==> config.mk <==
export PLATFORM = sky130hd
export DESIGN_NAME = integral_read_arbiter_flat
export DESIGN_NICKNAME = d
export VERILOG_FILES = /design/src/rtl/integral_read_arbiter_pkg.sv /design/src/rtl/integral_read_arbiter_if.sv /design/src/rtl/integral_read_arbiter_rsp_tag_pipe.sv /design/src/rtl/integral_read_arbiter.sv /design/src/flat_wrapper.sv
export SDC_FILE = /design/constraint.sdc
export NUM_CORES = 1
export LEC_CHECK = 0
export ABC_AREA = 1
export BUFFER_PORTS_ARGS = -buffer_cell sky130_fd_sc_hd__buf_2
export CORE_ASPECT_RATIO = 0.9
export CORE_MARGIN = 2
export CORE_UTILIZATION = 35
export DETAILED_ROUTE_END_ITERATION = 12
export GPL_TIMING_DRIVEN = 0
export PLACE_DENSITY_LB_ADDON = 0.2
export SETUP_SLACK_MARGIN = 0.15
export SYNTH_ARGS = -nofsm -noshare
export SYNTH_HDL_FRONTEND = slang
export SYNTH_SLANG_ARGS = --single-unit
export TNS_END_PERCENT = 5
==> constraint.sdc <==
create_clock -name clk -period 3.32 [get_ports clk]
set_clock_uncertainty 0.15 [all_clocks]
set_input_delay 0.332 -clock clk [delete_from_list [all_inputs] [get_ports clk]]
set_output_delay 0.332 -clock clk [all_outputs]
set_load 0.02 [all_outputs]
==> src/rtl/integral_read_arbiter_pkg.sv <==
// Shared definitions for the integral image cache read arbiter:
// requester ids, arbiter FSM states and the response tag entry.
package integral_read_arbiter_pkg;

    // Requester ids as seen on req_*/rsp_valid bit positions
    localparam logic REQ_VAR = 1'b0;
    localparam logic REQ_WIN = 1'b1;

    typedef enum logic [1:0] {
        ST_IDLE = 2'd0,
        ST_OWN0 = 2'd1,
        ST_OWN1 = 2'd2
    } arb_state_t;

    // One in-flight read: whether it exists and who issued it
    typedef struct packed {
        logic valid;
        logic id;
    } rsp_tag_t;

endpackage

==> src/rtl/integral_read_arbiter_if.sv <==
// Request/response bundle between the two loaders, the arbiter and the
// integral image cache read port. The arbiter uses the slave view.
interface integral_read_arbiter_if #(
    parameter int unsigned ADDR_W = 16,
    parameter int unsigned DATA_W = 32
) ();

    logic [1:0]        req_valid;
    logic [ADDR_W-1:0] req_addr0;
    logic [ADDR_W-1:0] req_addr1;
    logic [1:0]        req_last;
    logic [1:0]        req_ready;
    logic [1:0]        rsp_valid;
    logic [DATA_W-1:0] rsp_data;
    logic              cache_rd_en;
    logic [ADDR_W-1:0] cache_addr;
    logic [DATA_W-1:0] cache_rd_data;
    logic              idle;
    logic              grant_owner;

    modport slave (
        input  req_valid, req_addr0, req_addr1, req_last, cache_rd_data,
        output req_ready, rsp_valid, rsp_data, cache_rd_en, cache_addr,
               idle, grant_owner
    );

    modport master (
        output req_valid, req_addr0, req_addr1, req_last, cache_rd_data,
        input  req_ready, rsp_valid, rsp_data, cache_rd_en, cache_addr,
               idle, grant_owner
    );

endinterface

==> src/rtl/integral_read_arbiter_rsp_tag_pipe.sv <==
// Fixed-depth shift register of response tags that tracks which requester
// each cache read belongs to, matching the cache read latency.
module rsp_tag_pipe
    import integral_read_arbiter_pkg::*;
#(
    parameter int unsigned DEPTH = 2
) (
    input  logic     clk,
    input  logic     resetn,
    input  rsp_tag_t tag_in,
    output rsp_tag_t tag_out,
    output logic     any_valid
);

    rsp_tag_t [DEPTH-1:0] stage;

    // Advance every cycle; reset drops all in-flight tags
    always_ff @(posedge clk or negedge resetn) begin
        if (!resetn) begin
            stage <= '0;
        end else begin
            stage[0] <= tag_in;
            for (int unsigned i = 1; i < DEPTH; i++) begin
                stage[i] <= stage[i-1];
            end
        end
    end

    assign tag_out = stage[DEPTH-1];

    // Any tag still travelling means a response is still owed
    always_comb begin
        any_valid = 1'b0;
        for (int unsigned i = 0; i < DEPTH; i++) begin
            any_valid = any_valid | stage[i].valid;
        end
    end

endmodule

==> src/rtl/integral_read_arbiter.sv <==
// Round-robin, burst-locked arbiter sharing the integral image cache read
// port between the variance loader (0) and the window loader (1), with
// per-beat tagging so each response returns to its issuer.
module integral_read_arbiter
    import integral_read_arbiter_pkg::*;
#(
    parameter int unsigned ADDR_W     = 16,
    parameter int unsigned DATA_W     = 32,
    parameter int unsigned RD_LATENCY = 2
) (
    input logic                   clk,
    input logic                   resetn,
    integral_read_arbiter_if.slave bus
);

    arb_state_t        state;
    arb_state_t        state_next;
    logic              last_served;
    logic [ADDR_W-1:0] addr_q;
    logic              owner;
    logic [1:0]        ready;
    logic              accept;
    logic [ADDR_W-1:0] beat_addr;
    logic              beat_last;
    rsp_tag_t          tag_in;
    rsp_tag_t          tag_out;
    logic              pipe_busy;
    logic [DATA_W-1:0] rd_data;

    // State register
    always_ff @(posedge clk or negedge resetn) begin
        if (!resetn) begin
            state <= ST_IDLE;
        end else begin
            state <= state_next;
        end
    end

    // Next state: arbitrate in IDLE, release ownership on an accepted last beat
    always_comb begin
        state_next = state;
        case (state)
            ST_IDLE: begin
                case (bus.req_valid)
                    2'b01:   state_next = ST_OWN0;
                    2'b10:   state_next = ST_OWN1;
                    2'b11:   state_next = (last_served == REQ_WIN) ? ST_OWN0 : ST_OWN1;
                    default: state_next = ST_IDLE;
                endcase
            end
            ST_OWN0, ST_OWN1: begin
                if (accept && beat_last) begin
                    state_next = ST_IDLE;
                end
            end
            default: state_next = ST_IDLE;
        endcase
    end

    // Outputs: open only the owner's lane and pass its beat straight to the cache
    always_comb begin
        owner     = last_served;
        ready     = 2'b00;
        accept    = 1'b0;
        beat_addr = bus.req_addr0;
        beat_last = 1'b0;
        case (state)
            ST_OWN0: begin
                owner     = REQ_VAR;
                ready     = 2'b01;
                accept    = bus.req_valid[0];
                beat_addr = bus.req_addr0;
                beat_last = bus.req_last[0];
            end
            ST_OWN1: begin
                owner     = REQ_WIN;
                ready     = 2'b10;
                accept    = bus.req_valid[1];
                beat_addr = bus.req_addr1;
                beat_last = bus.req_last[1];
            end
            default: ;
        endcase
    end

    // Round-robin history and the address last presented to the cache
    always_ff @(posedge clk or negedge resetn) begin
        if (!resetn) begin
            last_served <= REQ_WIN;
            addr_q      <= '0;
        end else if (accept) begin
            addr_q <= beat_addr;
            if (beat_last) begin
                last_served <= owner;
            end
        end
    end

    assign tag_in = {accept, owner};

    rsp_tag_pipe #(
        .DEPTH (RD_LATENCY)
    ) u_rsp_tag_pipe (
        .clk       (clk),
        .resetn    (resetn),
        .tag_in    (tag_in),
        .tag_out   (tag_out),
        .any_valid (pipe_busy)
    );

    assign rd_data         = bus.cache_rd_data;
    assign bus.rsp_data    = rd_data;
    assign bus.rsp_valid   = {tag_out.valid & (tag_out.id == REQ_WIN),
                              tag_out.valid & (tag_out.id == REQ_VAR)};
    assign bus.req_ready   = ready;
    assign bus.cache_rd_en = accept;
    assign bus.cache_addr  = accept ? beat_addr : addr_q;
    assign bus.grant_owner = owner;
    assign bus.idle        = (state == ST_IDLE) && !pipe_busy;

endmodule

==> src/flat_wrapper.sv <==
// flat-port wrapper written by rule: the top's interface ports become plain ports
module integral_read_arbiter_flat import integral_read_arbiter_pkg::*;
#(
    parameter int unsigned ADDR_W     = 16,
    parameter int unsigned DATA_W     = 32,
    parameter int unsigned RD_LATENCY = 2
)
  (clk, resetn, bus_req_valid, bus_req_addr0, bus_req_addr1, bus_req_last, bus_cache_rd_data, bus_req_ready, bus_rsp_valid, bus_rsp_data, bus_cache_rd_en, bus_cache_addr, bus_idle, bus_grant_owner);
  integral_read_arbiter_if #(.ADDR_W(ADDR_W), .DATA_W(DATA_W)) bus_i ();
  input logic clk;
  input logic resetn;
  input wire logic [$bits(bus_i.req_valid)-1:0] bus_req_valid;
  input wire logic [$bits(bus_i.req_addr0)-1:0] bus_req_addr0;
  input wire logic [$bits(bus_i.req_addr1)-1:0] bus_req_addr1;
  input wire logic [$bits(bus_i.req_last)-1:0] bus_req_last;
  input wire logic [$bits(bus_i.cache_rd_data)-1:0] bus_cache_rd_data;
  output wire logic [$bits(bus_i.req_ready)-1:0] bus_req_ready;
  output wire logic [$bits(bus_i.rsp_valid)-1:0] bus_rsp_valid;
  output wire logic [$bits(bus_i.rsp_data)-1:0] bus_rsp_data;
  output wire logic [$bits(bus_i.cache_rd_en)-1:0] bus_cache_rd_en;
  output wire logic [$bits(bus_i.cache_addr)-1:0] bus_cache_addr;
  output wire logic [$bits(bus_i.idle)-1:0] bus_idle;
  output wire logic [$bits(bus_i.grant_owner)-1:0] bus_grant_owner;
  assign bus_i.req_valid = bus_req_valid;
  assign bus_i.req_addr0 = bus_req_addr0;
  assign bus_i.req_addr1 = bus_req_addr1;
  assign bus_i.req_last = bus_req_last;
  assign bus_i.cache_rd_data = bus_cache_rd_data;
  assign bus_req_ready = bus_i.req_ready;
  assign bus_rsp_valid = bus_i.rsp_valid;
  assign bus_rsp_data = bus_i.rsp_data;
  assign bus_cache_rd_en = bus_i.cache_rd_en;
  assign bus_cache_addr = bus_i.cache_addr;
  assign bus_idle = bus_i.idle;
  assign bus_grant_owner = bus_i.grant_owner;
  integral_read_arbiter #(.ADDR_W(ADDR_W), .DATA_W(DATA_W), .RD_LATENCY(RD_LATENCY)) u_core (.clk(clk), .resetn(resetn), .bus(bus_i));
endmodule
Word level (Yosys, flattened, before mapping)

Index checks and enable logic that the tools add are counted.

Output and inout bits: 55
Logic and storage cells: 33
Bits in registers: 23

Reduce and logical (&&, ||, !) cells: 6
Muxes and demuxes: 10
Eq/ne operators: 6
Bitwise gates (word level): 4

Operator list:

| cell                                                                     | count |
|---|---|
| 16-bit 2-to-1 mux                                                        | 2 |
| 2-bit one-hot mux with 2 select lines                                    | 2 |
| 2-bit equality test (second input constant)                              | 3 |
| 1-bit one-hot mux with 2 select lines                                    | 3 |
| 2-bit one-hot mux with 3 select lines                                    | 1 |
| 2-bit by 1-bit equality test with 1-bit output (second input constant)   | 2 |
| 2-bit 2-to-1 mux                                                         | 2 |
| 1-bit bitwise AND                                                        | 2 |
| 1-bit logical AND                                                        | 2 |
| 2-bit logical NOT                                                        | 1 |
| 2-bit by 1-bit inequality test with 1-bit output (second input constant) | 1 |
| 2-bit AND reduction                                                      | 1 |
| 2-bit OR reduction                                                       | 1 |
| 1-bit logical NOT                                                        | 1 |
| 1-bit NOT                                                                | 1 |
| 1-bit bitwise OR                                                         | 1 |

Depth between registers and ports, before layout

Gate-level depths: netlist (run 1).

Word-level depth: 5
Gate-level depth with buffers: 9
Gate-level depth less buffers: 8

Cells and area by module

From an unflattened synthesis (run 1), not the netlist that was laid out.

Cell total of the unflattened synthesis: 183
Area total of the unflattened synthesis: 1421.4 µm²

Modules (own cells, without submodules):

| module                | times used | area an instance (µm²) | seq. area each (µm²) | cells an instance |
|---|---|---|---|---|
| integral_read_arbiter | 1          | 1295.0                 | 476.7                | 174 |
| rsp_tag_pipe          | 1          | 126.4                  | 100.1                | 9 |

Worst setup path before layout (run 1)

OpenSTA, ideal clock, no wires.

Kind: register to output
Start: register u_core.state[0]
End: output bus_cache_addr[11]
Required time: 2838 ps
Stages on the path, launching flop included: 9
Setup slack: 1143 ps
Arrival time: 1695 ps
Cells stage by stage: dfrtp_1 inv_1 ha_1 buf_2 nand3_1 nand2_2 buf_6 nor2_1 a21oi_1

Word-level cells in the longest chain between the ends: 3

RTL lines:

| what                                                                                         | line                        | text |
|---|---|---|
| from (decl)                                                                                  | integral_read_arbiter.sv:16 | `arb_state_t state;` |
| from (signal assigned)                                                                       | integral_read_arbiter.sv:35 | `state <= state_next;` |
| 2-bit equality test / 2-bit by 1-bit equality test with 1-bit output (equally long branches) | integral_read_arbiter.sv:67 | `case (state)` |
| 1-bit one-hot mux with 2 select lines / 16-bit 2-to-1 mux (equally long branches)            | integral_read_arbiter.sv:67 |  |
| 16-bit 2-to-1 mux (*)                                                                        | -                           |  |
| to (decl)                                                                                    | flat_wrapper.sv:21          | `output wire logic [$bits(bus_i.cache_addr)-1:0] bus_cache_addr;` |

Every way passes the cells marked *; elsewhere a longest branch is shown, timed or not.

Worst setup path in the final report (run 1)

Start: register u_core.state[0]
End: output bus_cache_addr[5]

The elaborated chain is that of the path after synthesis.

==> impl_metrics.tcl, run 1 <==
set metrics [dict create \
    path_clk_slew_ps 80 \
    gr-total-overflow 0 \
    clkSinkCount 23 \
    switchingPower_mw 0.7432 \
    crit_fanout 10 \
    internal_power_mw 0.8286 \
    grt_first_pass_wirelength_um 5388 \
    syn_inst 178 \
    ioPinCount 125 \
    pwr-share-comb 0.606 \
    grt_pass1_vias 1292 \
    yosysSeqAreaShare 0.4135 \
    rsz0062_at_grt "false" \
    cts_resized 0 \
    place_area_um2 1913 \
    fmax_mhz 394.7 \
    areaGrowthSynthToFinish_pct 41.08 \
    gp_congestion 0.7620 \
    die_area_um2 4508 \
    seq_power_share 0.287 \
    swShare 0.4728 \
    clkLatencyLatePin_ps 260 \
    drv_cap 0 \
    netlist.area_leader.share 0.3946 \
    path_class "reg -> out" \
    hp-class "reg -> reg" \
    hold_viol 0 \
    slew_viol_final 0 \
    drt_iter0_markers 48 \
    met3_usage 0.04101 \
    drc 0 \
    routed_via_density 4.396 \
    port_buffers 92 \
    slew_headroom 0.6540 \
    cts_made_buffers 3 \
    power.share.clock 0.106 \
    fillerInstances 386 \
    cts_tree "done" \
    powerDensity_nw_per_um2 798.6 \
    cts.htree.levels 1 \
    start_kind "flip-flop" \
    die_h_um 63.90 \
    syn_nets 252 \
    arrival_ps 2050 \
    status "completed" \
    clk_path_buf_depth 2 \
    wire_per_inst_um 10.69 \
    synth_warnings 0 \
    synth_top_cell_by_area "dfrtp_1" \
    globalRouteMet2Util 0.2759 \
    nets 350 \
    num_vias 1411 \
    cts_setup_buffers 0 \
    grt_max_degree 24 \
    drt_pass1_iterations 4 \
    ys_top_cells_by_area "dfrtp_1, buf_4, nand2_1, a21oi_1, o21ai_0" \
    leakagePower_nw 1.138 \
    track_usage 0.1477 \
    worstSetupEndpointType "primary output" \
    setup_viol 0 \
    antenna_found_initial 0 \
    layout_min_cycle_time_ps 2534 \
    synth_cell_types 16 \
    tightest_slew_ps 518.9 \
    dpl.hpwl_um 2772 \
    synth_area_per_cell_um2 7.838 \
    ant_nets 0 \
    antenna_cells 0 \
    drt-total-wl_um 3433 \
    fin_area_um2 1968 \
    ir_drop_mv 0.3808 \
    required_ps 2840 \
    root_buffer "clkbuf_8" \
    grt_busiest_layer "met2" \
    rows 21 \
    start_util 0.3687 \
    synth.cell_area_um2 1395 \
    synth-seq-cells 23 \
    gr-usage-met1 0.1670 \
    finalCritPeriodShare 0.7631 \
    postCtsHoldBufs 1 \
    coreArea_um2 3784 \
    total_power_mw 1.572 \
    fin_tns_setup_ps 0 \
    die-width_um 70.55 \
    drive_gt1_frac 0.4945 \
]
## cells by family (layout without fill, tap and decap cells)
kind of cell,Yosys count,after routing,share of synthesized area
buffers and inverters,61,158,0.2664
AOI/OAI and AO/OA,36,36,0.1336
adders and majority gates,4,4,0.03588
DFF,23,23,0.4135
and+or+nand+nor,54,54,0.1507
## flip-flops by register name, indices dropped and copies added (netlist names)
register,count
u_core.addr_q,16
u_core.state,2
u_core.u_rsp_tag_pipe.stage,2
u_core.u_rsp_tag_pipe.tag_out,2
u_core.last_served,1
## final timing paths
kind                                                start                          endpoint  slack, ps  cells past startpoint
hold / removal             u_core.u_rsp_tag_pipe.stage[0]  u_core.u_rsp_tag_pipe.tag_out[0]        200                      0
setup / recovery                          u_core.state[0]                 bus_cache_addr[5]        790                      7
min in group asynchronous                          resetn                 u_core.addr_q[15]        430                      2
hold reg to reg            u_core.u_rsp_tag_pipe.stage[0]  u_core.u_rsp_tag_pipe.tag_out[0]        200                      0
max in group asynchronous                          resetn                u_core.last_served       2230                      2
setup reg to reg                          u_core.state[0]                  u_core.addr_q[5]       1490                      6
## area by class of cell
cell class / count / area [um^2] / share of cell area
repair buffers: 93 / 470.5 / 0.2390
clock buffers: 4 / 45.04 / 0.02289
inverters: 22 / 82.58 / 0.04196
flip-flops and latches: 23 / 576.8 / 0.2931
plain buffers: 39 / 289.0 / 0.1469
multi-input cells: 94 / 446.7 / 0.2270
well taps: 46 / 57.56 / 0.02924
## stage by stage
stage | setup WS (ps) | hold slack [ps] | util | instances
floorplan | 1143 | -113.6 | - | 178
global placement | 1069 | 181.2 | 0.5056 | 316
detailed placement | 1021 | 186.4 | 0.5056 | 316
CTS | 723.6 | 204.8 | 0.5202 | 321
global route | 558.0 | 220.7 | 0.5202 | 321
finish | 786.5 | 201.3 | 0.5202 | 321
## critical path: stages, from the launching register on
cell	delay (ps)
dfrtp_1	410
inv_1	90
ha_1	160
buf_2	190
clkbuf_1	370
o21ai_0	170
a21oi_1	210
buf_2	200
## power groups by stage
stage	Sequential, mW	Combinational (mW)	Clock (mW)
after floorplan	0.447	0.673	0
after global placement	0.453	0.963	0
after detailed placement	0.458	0.967	0
after CTS	0.453	0.973	0.176
after global routing	0.464	1.06	0.188
final	0.452	0.953	0.167
## metal layers
metal,part of all wire,up-vias
li1,-,710
met1,0.40,606
met2,0.47,93
met3,0.12,2
met4,0.0079,0
met5,0,-
## synth_stat cells
library cell	instances
ha_1	4
a21oi_1	17
nand2_2	1
buf_4	33
nand2_1	31
inv_1	22
a21oi_2	1
o21ai_0	17
nand3_1	4
o21a_1	1
clkbuf_1	1
nor2_1	18
dfrtp_1	22
buf_6	2
dfstp_2	1
buf_2	3
## layout by cell type, fill, tap and decap left out, drive strengths merged
master / synthesis / final
buf: 38 / 130
nand2: 32 / 32
inv: 22 / 22
dfrtp: 22 / 22
nor2: 18 / 18
a21oi: 18 / 18
o21ai: 17 / 17
clkbuf: 1 / 5
nand3: 4 / 4
ha: 4 / 4
o21a: 1 / 1
dlygate4sd3: 0 / 1
dfstp: 1 / 1
Power figures use the tool's default switching activity.
==> run 2, diff against run 1 <==
--- a/config.mk
+++ b/config.mk
@@ -9,7 +9,7 @@
 export BUFFER_PORTS_ARGS = -buffer_cell sky130_fd_sc_hd__buf_2
 export CORE_ASPECT_RATIO = 0.9
 export CORE_MARGIN = 2
-export CORE_UTILIZATION = 35
+export CORE_UTILIZATION = 34
 export DETAILED_ROUTE_END_ITERATION = 12
 export GPL_TIMING_DRIVEN = 0
 export PLACE_DENSITY_LB_ADDON = 0.2
==> constraint.sdc (replaced) <==
create_clock -name clk -period 2.2 [get_ports clk]
set_clock_uncertainty 0.15 [all_clocks]
set_input_delay 0.22 -clock clk [delete_from_list [all_inputs] [get_ports clk]]
set_output_delay 0.22 -clock clk [all_outputs]
set_load 0.02 [all_outputs]
==> run 2 against run 1 <==
Setup slack worse by 710 ps; final area grew 18%; flip-flop and latch count unchanged; global-route usage grew 1.8 points.
==> impl_metrics.tcl, run 2 (synthesis gave the netlist of run 1 again) <==
set metrics [dict create \
    port_buffers 92 \
    arrival_ps 1750 \
    tightest_slew_ps 515.3 \
    rr_worst_depth 8 \
    nets 366 \
    ant_nets 0 \
    drt_pass1_iterations 4 \
    mostFrequentLayoutCell "buf_2" \
    rows 22 \
    setup_slack_ps 79.86 \
    fin_area_um2 2328 \
    gr-total-overflow 0 \
    fillerInstances 390 \
    holdWs_ps 146.2 \
    track_usage 0.1658 \
    clkLatencyLatePin_ps 260 \
    fmax_mhz 471.7 \
    routed_via_density 4.428 \
    cts_tree "done" \
    rrSetupSlack_ps 420 \
    drt-total-wl_um 3865 \
    hp-class "in -> reg" \
    rsz0062_at_grt "true" \
    total_power_mw 3.104 \
    setup_viol 0 \
    clk_path_buf_depth 2 \
    ioPinCount 125 \
    antenna_found_initial 0 \
    clkSinkCount 23 \
    path_clk_slew_ps 80 \
    largest_register_ffs 16 \
    num_vias 1501 \
    layout_min_cycle_time_ps 2120 \
    place_area_um2 1919 \
    pre_cts_slack_ps 66.73 \
    start_kind "flip-flop" \
    slew_headroom 0.6565 \
    cts.htree.levels 1 \
    gp_congestion 0.7395 \
    hold_viol 0 \
    drt_iter0_markers 36 \
    wire_per_inst_um 11.40 \
    largest_register "u_core.addr_q" \
    drc 0 \
    root_buffer "clkbuf_8" \
    finalCritPeriodShare 0.9637 \
    areaGrowthSynthToFinish_pct 66.91 \
    dpl.hpwl_um 2788 \
    grt_pass1_vias 1453 \
    path_class "reg -> out" \
    coreArea_um2 4019 \
    die_h_um 64.77 \
    powerDensity_nw_per_um2 1333 \
    antenna_cells 0 \
    cts_made_buffers 3 \
    die-width_um 71.52 \
    status "completed" \
    ir_drop_mv 0.6858 \
    grt_max_degree 24 \
    register_area_um2 576.8 \
    min_delay_path_depth 4 \
    worstSetupEndpointType "primary output" \
    layout_common_cells "buf_2, buf_4, nand2_1, dfrtp_1, inv_1" \
    slew_viol_final 0 \
    drv_cap 0 \
    die_area_um2 4632 \
    grt_first_pass_wirelength_um 6189 \
    multi_input_area_um2 586.8 \
    required_ps 1830 \
    drive_gt1_frac 0.6254 \
    crit_fanout 7 \
    start_util 0.3471 \
    leakagePower_nw 1.265 \
]
[run 2: changes by cell type in the layout (fill, tap and decap cells not counted), moves of 8 or more]
cell,change
a21oi_1,-15
a21oi_2,+15
buf_2,-18
buf_4,+22
buf_6,+11
nor2_1,-8
nor2_2,+8
[run 2: critical path, stage by stage, from the launching register on]
cell	delay [ps]
dfrtp_1	420
inv_2	80
ha_4	310
nand3_4	100
nand2_8	120
buf_8	130
nor2_2	40
a21oi_2	150
buf_6	140
[run 2: layout make-up]
cell class / instances / area share
Timing Repair Buffer: 109 / 0.2869
Multi-Input combinational cell: 94 / 0.2520
Sequential cell: 23 / 0.2477
Buffer: 39 / 0.1327
Inverter: 22 / 0.03546
Tap cell: 48 / 0.02579
Clock buffer: 4 / 0.01934
[run 2: power by group]
| group | switching, mW | internal, mW |
|---|---|---|
| combinational | 1.16 | 0.996 |
| sequential | 0.0762 | 0.617 |
| clock | 0.126 | 0.129 |
[run 2: routing by layer]
layer | global-route usage | wire (um) | up-vias
li1 | - | - | 745
met5 | 0 | 0 | -
met4 | 0.04245 | 19 | 0
met1 | 0.2111 | 1519 | 669
met2 | 0.3021 | 2010 | 85
met3 | 0.01244 | 316 | 2
[run 2: final timing paths]
| kind | startpoint | end |
|---|---|---|
| max in group asynchronous | resetn | u_core.last_served |
| hold / removal | bus_req_valid[0] | u_core.state[1] |
| setup reg to reg | u_core.state[1] | u_core.addr_q[12] |
| min in group asynchronous | resetn | u_core.state[1] |
| setup / recovery | u_core.state[1] | bus_cache_addr[8] |
| hold reg to reg | u_core.u_rsp_tag_pipe.stage[0] | u_core.u_rsp_tag_pipe.tag_out[0] |
[run 2: repair_timing]
item,CTS,global route
setup endpoints to repair,17,17
hold buffers,1,0
buffers inserted,13,1
pin swaps,3,3
hold endpoints to repair,22,0
gates cloned,2,0
resized for setup,51,19
[run 2: through the flow]
step,utilization,TNS (ps),std cells
floorplan,-,0,178
global placement,0.4776,0,318
detailed placement,0.4776,0,318
CTS,0.5607,0,338
global route,0.5794,-42.88,339
finish,0.5794,0,339
==> run 3, diff against run 2 <==
--- a/config.mk
+++ b/config.mk
@@ -7,7 +7,7 @@
 export LEC_CHECK = 0
 export ABC_AREA = 1
 export BUFFER_PORTS_ARGS = -buffer_cell sky130_fd_sc_hd__buf_2
-export CORE_ASPECT_RATIO = 0.9
+export CORE_ASPECT_RATIO = 1.4
 export CORE_MARGIN = 2
 export CORE_UTILIZATION = 34
 export DETAILED_ROUTE_END_ITERATION = 12
@@ -17,4 +17,3 @@
 export SYNTH_ARGS = -nofsm -noshare
 export SYNTH_HDL_FRONTEND = slang
 export SYNTH_SLANG_ARGS = --single-unit
-export TNS_END_PERCENT = 5
==> run 3 against run 2 <==
Critical path depth unchanged; global-route usage increased by 0.87 points; sequential power increased by 3%; die area increased by 0.13%; worst hold slack improved by 9.9 ps; critical endpoint is now bus_cache_addr[1]; utilization increased by 4.1 points; setup slack got worse by 42 ps; sequential share of layout area decreased by 1.2 points; combinational power increased by 12%; total power increased by 9.2%; non-clock buffer count increased by 7.
==> impl_metrics.tcl, run 3 (synthesis gave the netlist of run 1 again) <==
set metrics [dict create \
    status "completed" \
    largest_register_ffs 16 \
    cp_cell_sequence "inv_2 > ha_4 > nand3_4 > nand2_8 > buf_6 > nor2_1 > a21oi_4 > buf_6" \
    start_kind "flip-flop" \
    holdWs_ps 156.1 \
    cts_tree "done" \
    arrival_ps 1790 \
    root_buffer "clkbuf_8" \
    num_vias 1500 \
    ant_nets 0 \
    drt_pass1_iterations 4 \
    die-width_um 58.14 \
    ir_drop_mv 0.9475 \
    rsz0062_at_grt "true" \
    hold_viol 0 \
    track_usage 0.1745 \
    worstSetupEndpointType "primary output" \
    port_buffers 92 \
    crit_fanout 7 \
    clkLatencyLatePin_ps 260 \
    place_area_um2 1939 \
    mostFrequentLayoutCell "buf_2" \
    drt-total-wl_um 4087 \
    nets 373 \
    die_h_um 79.79 \
    drv_cap 0 \
    rows 27 \
    clkSinkCount 23 \
    drt_iter0_markers 70 \
    fmax_mhz 462.4 \
    antenna_found_initial 0 \
    grt_first_pass_wirelength_um 6313 \
    routed_via_density 4.399 \
    cts.htree.levels 1 \
    path_class "reg -> out" \
    max_stage_delay_ps 430 \
    fillerInstances 366 \
    gr-total-overflow 0 \
    layout_common_cells "buf_2, buf_4, nand2_1, dfrtp_1, inv_1" \
    largest_register "u_core.addr_q" \
    areaGrowthSynthToFinish_pct 75.70 \
    path_clk_slew_ps 80 \
    slew_headroom 0.6587 \
    gp_congestion 0.7201 \
    dpl.hpwl_um 2781 \
    leakagePower_nw 1.315 \
    coreArea_um2 3953 \
    start_util 0.3530 \
    cts_made_buffers 3 \
    layout_min_cycle_time_ps 2163 \
    critPathMostFrequentCell "buf_6" \
    ioPinCount 125 \
    antenna_cells 0 \
    drc 0 \
    hp-class "in -> reg" \
    finalCritPeriodShare 0.9830 \
    grt_pass1_vias 1408 \
    die_area_um2 4639 \
    wire_per_inst_um 11.99 \
    grt_max_degree 24 \
    clk_path_buf_depth 2 \
    powerDensity_nw_per_um2 1383 \
    tightest_slew_ps 511.9 \
    drive_gt1_frac 0.6443 \
    critPathSlowestCell "dfrtp_1" \
    required_ps 1830 \
    setup_viol 0 \
    fin_area_um2 2451 \
    slew_viol_final 0 \
]
-- run 3: metal layers --
layer / share of wire / up-vias / global-route usage
li1: - / 762 / -
met1: 0.38 / 675 / 0.2006
met2: 0.55 / 61 / 0.3295
met3: 0.062 / 2 / 0.02593
met4: 0.0034 / 0 / 0.04186
met5: 0 / - / 0
-- run 3: what timing repair did --
item	in CTS	in global routing
pin swaps	5	2
cloned	2	0
endpoints found under the hold margin	22	0
hold buffers	1	0
buffers inserted	14	7
setup endpoints to repair	17	18
resized for setup	59	17
-- run 3: per-stage QoR --
step	setup TNS (ps)	utilization	power, mW	instances	setup slack, ps
floorplan	0	-	1.745	178	134.7
global placement	0	0.4907	2.190	313	49.35
detailed placement	0	0.4907	2.208	313	48.52
CTS	0	0.5932	3.149	334	67.68
global route	-565.0	0.6201	3.635	341	-53.51
finish	0	0.6201	3.390	341	37.37
-- run 3: cell type report --
class | instances | area (um^2) | share of cell area
Tap cell | 43 | 53.80 | 0.02195
Multi-Input combinational cell | 94 | 636.9 | 0.2598
Buffer | 39 | 315.3 | 0.1286
Timing Repair Buffer | 116 | 739.5 | 0.3017
Clock inverter | 1 | 5.005 | 0.002042
Sequential cell | 23 | 576.8 | 0.2353
Inverter | 22 | 82.58 | 0.03369
Clock buffer | 3 | 41.29 | 0.01685
-- run 3: worst paths after layout --
check | startpoint | to | slack, ps | cells past startpoint
worst min-delay path | bus_req_addr0[10] | u_core.addr_q[10] | 160 | 3
worst min register to register | u_core.u_rsp_tag_pipe.stage[0] | u_core.u_rsp_tag_pipe.tag_out[0] | 200 | 0
worst max register to register | u_core.state[0] | u_core.addr_q[12] | 290 | 9
worst max-delay path | u_core.state[1] | bus_cache_addr[1] | 40 | 8
max in group asynchronous | resetn | u_core.last_served | 1200 | 2
min in group asynchronous | resetn | u_core.addr_q[13] | 340 | 2
-- run 3: worst max-delay path, delay by kind of cell (launching register included) --
kind            cells  cell delay, ps
flops               1             430
buf+inv             3             370
fa+ha+maj           1             320
simple gates        3             290
compound gates      1             130
-- run 3: report_power, final --
part	total, mW	internal, mW	leakage, nW	switching (mW)
logic	2.42	1.18	1.02	1.25
registers	0.712	0.618	0.267	0.0948
clock network	0.252	0.126	0.0255	0.126
total	3.39	1.92	1.31	1.47
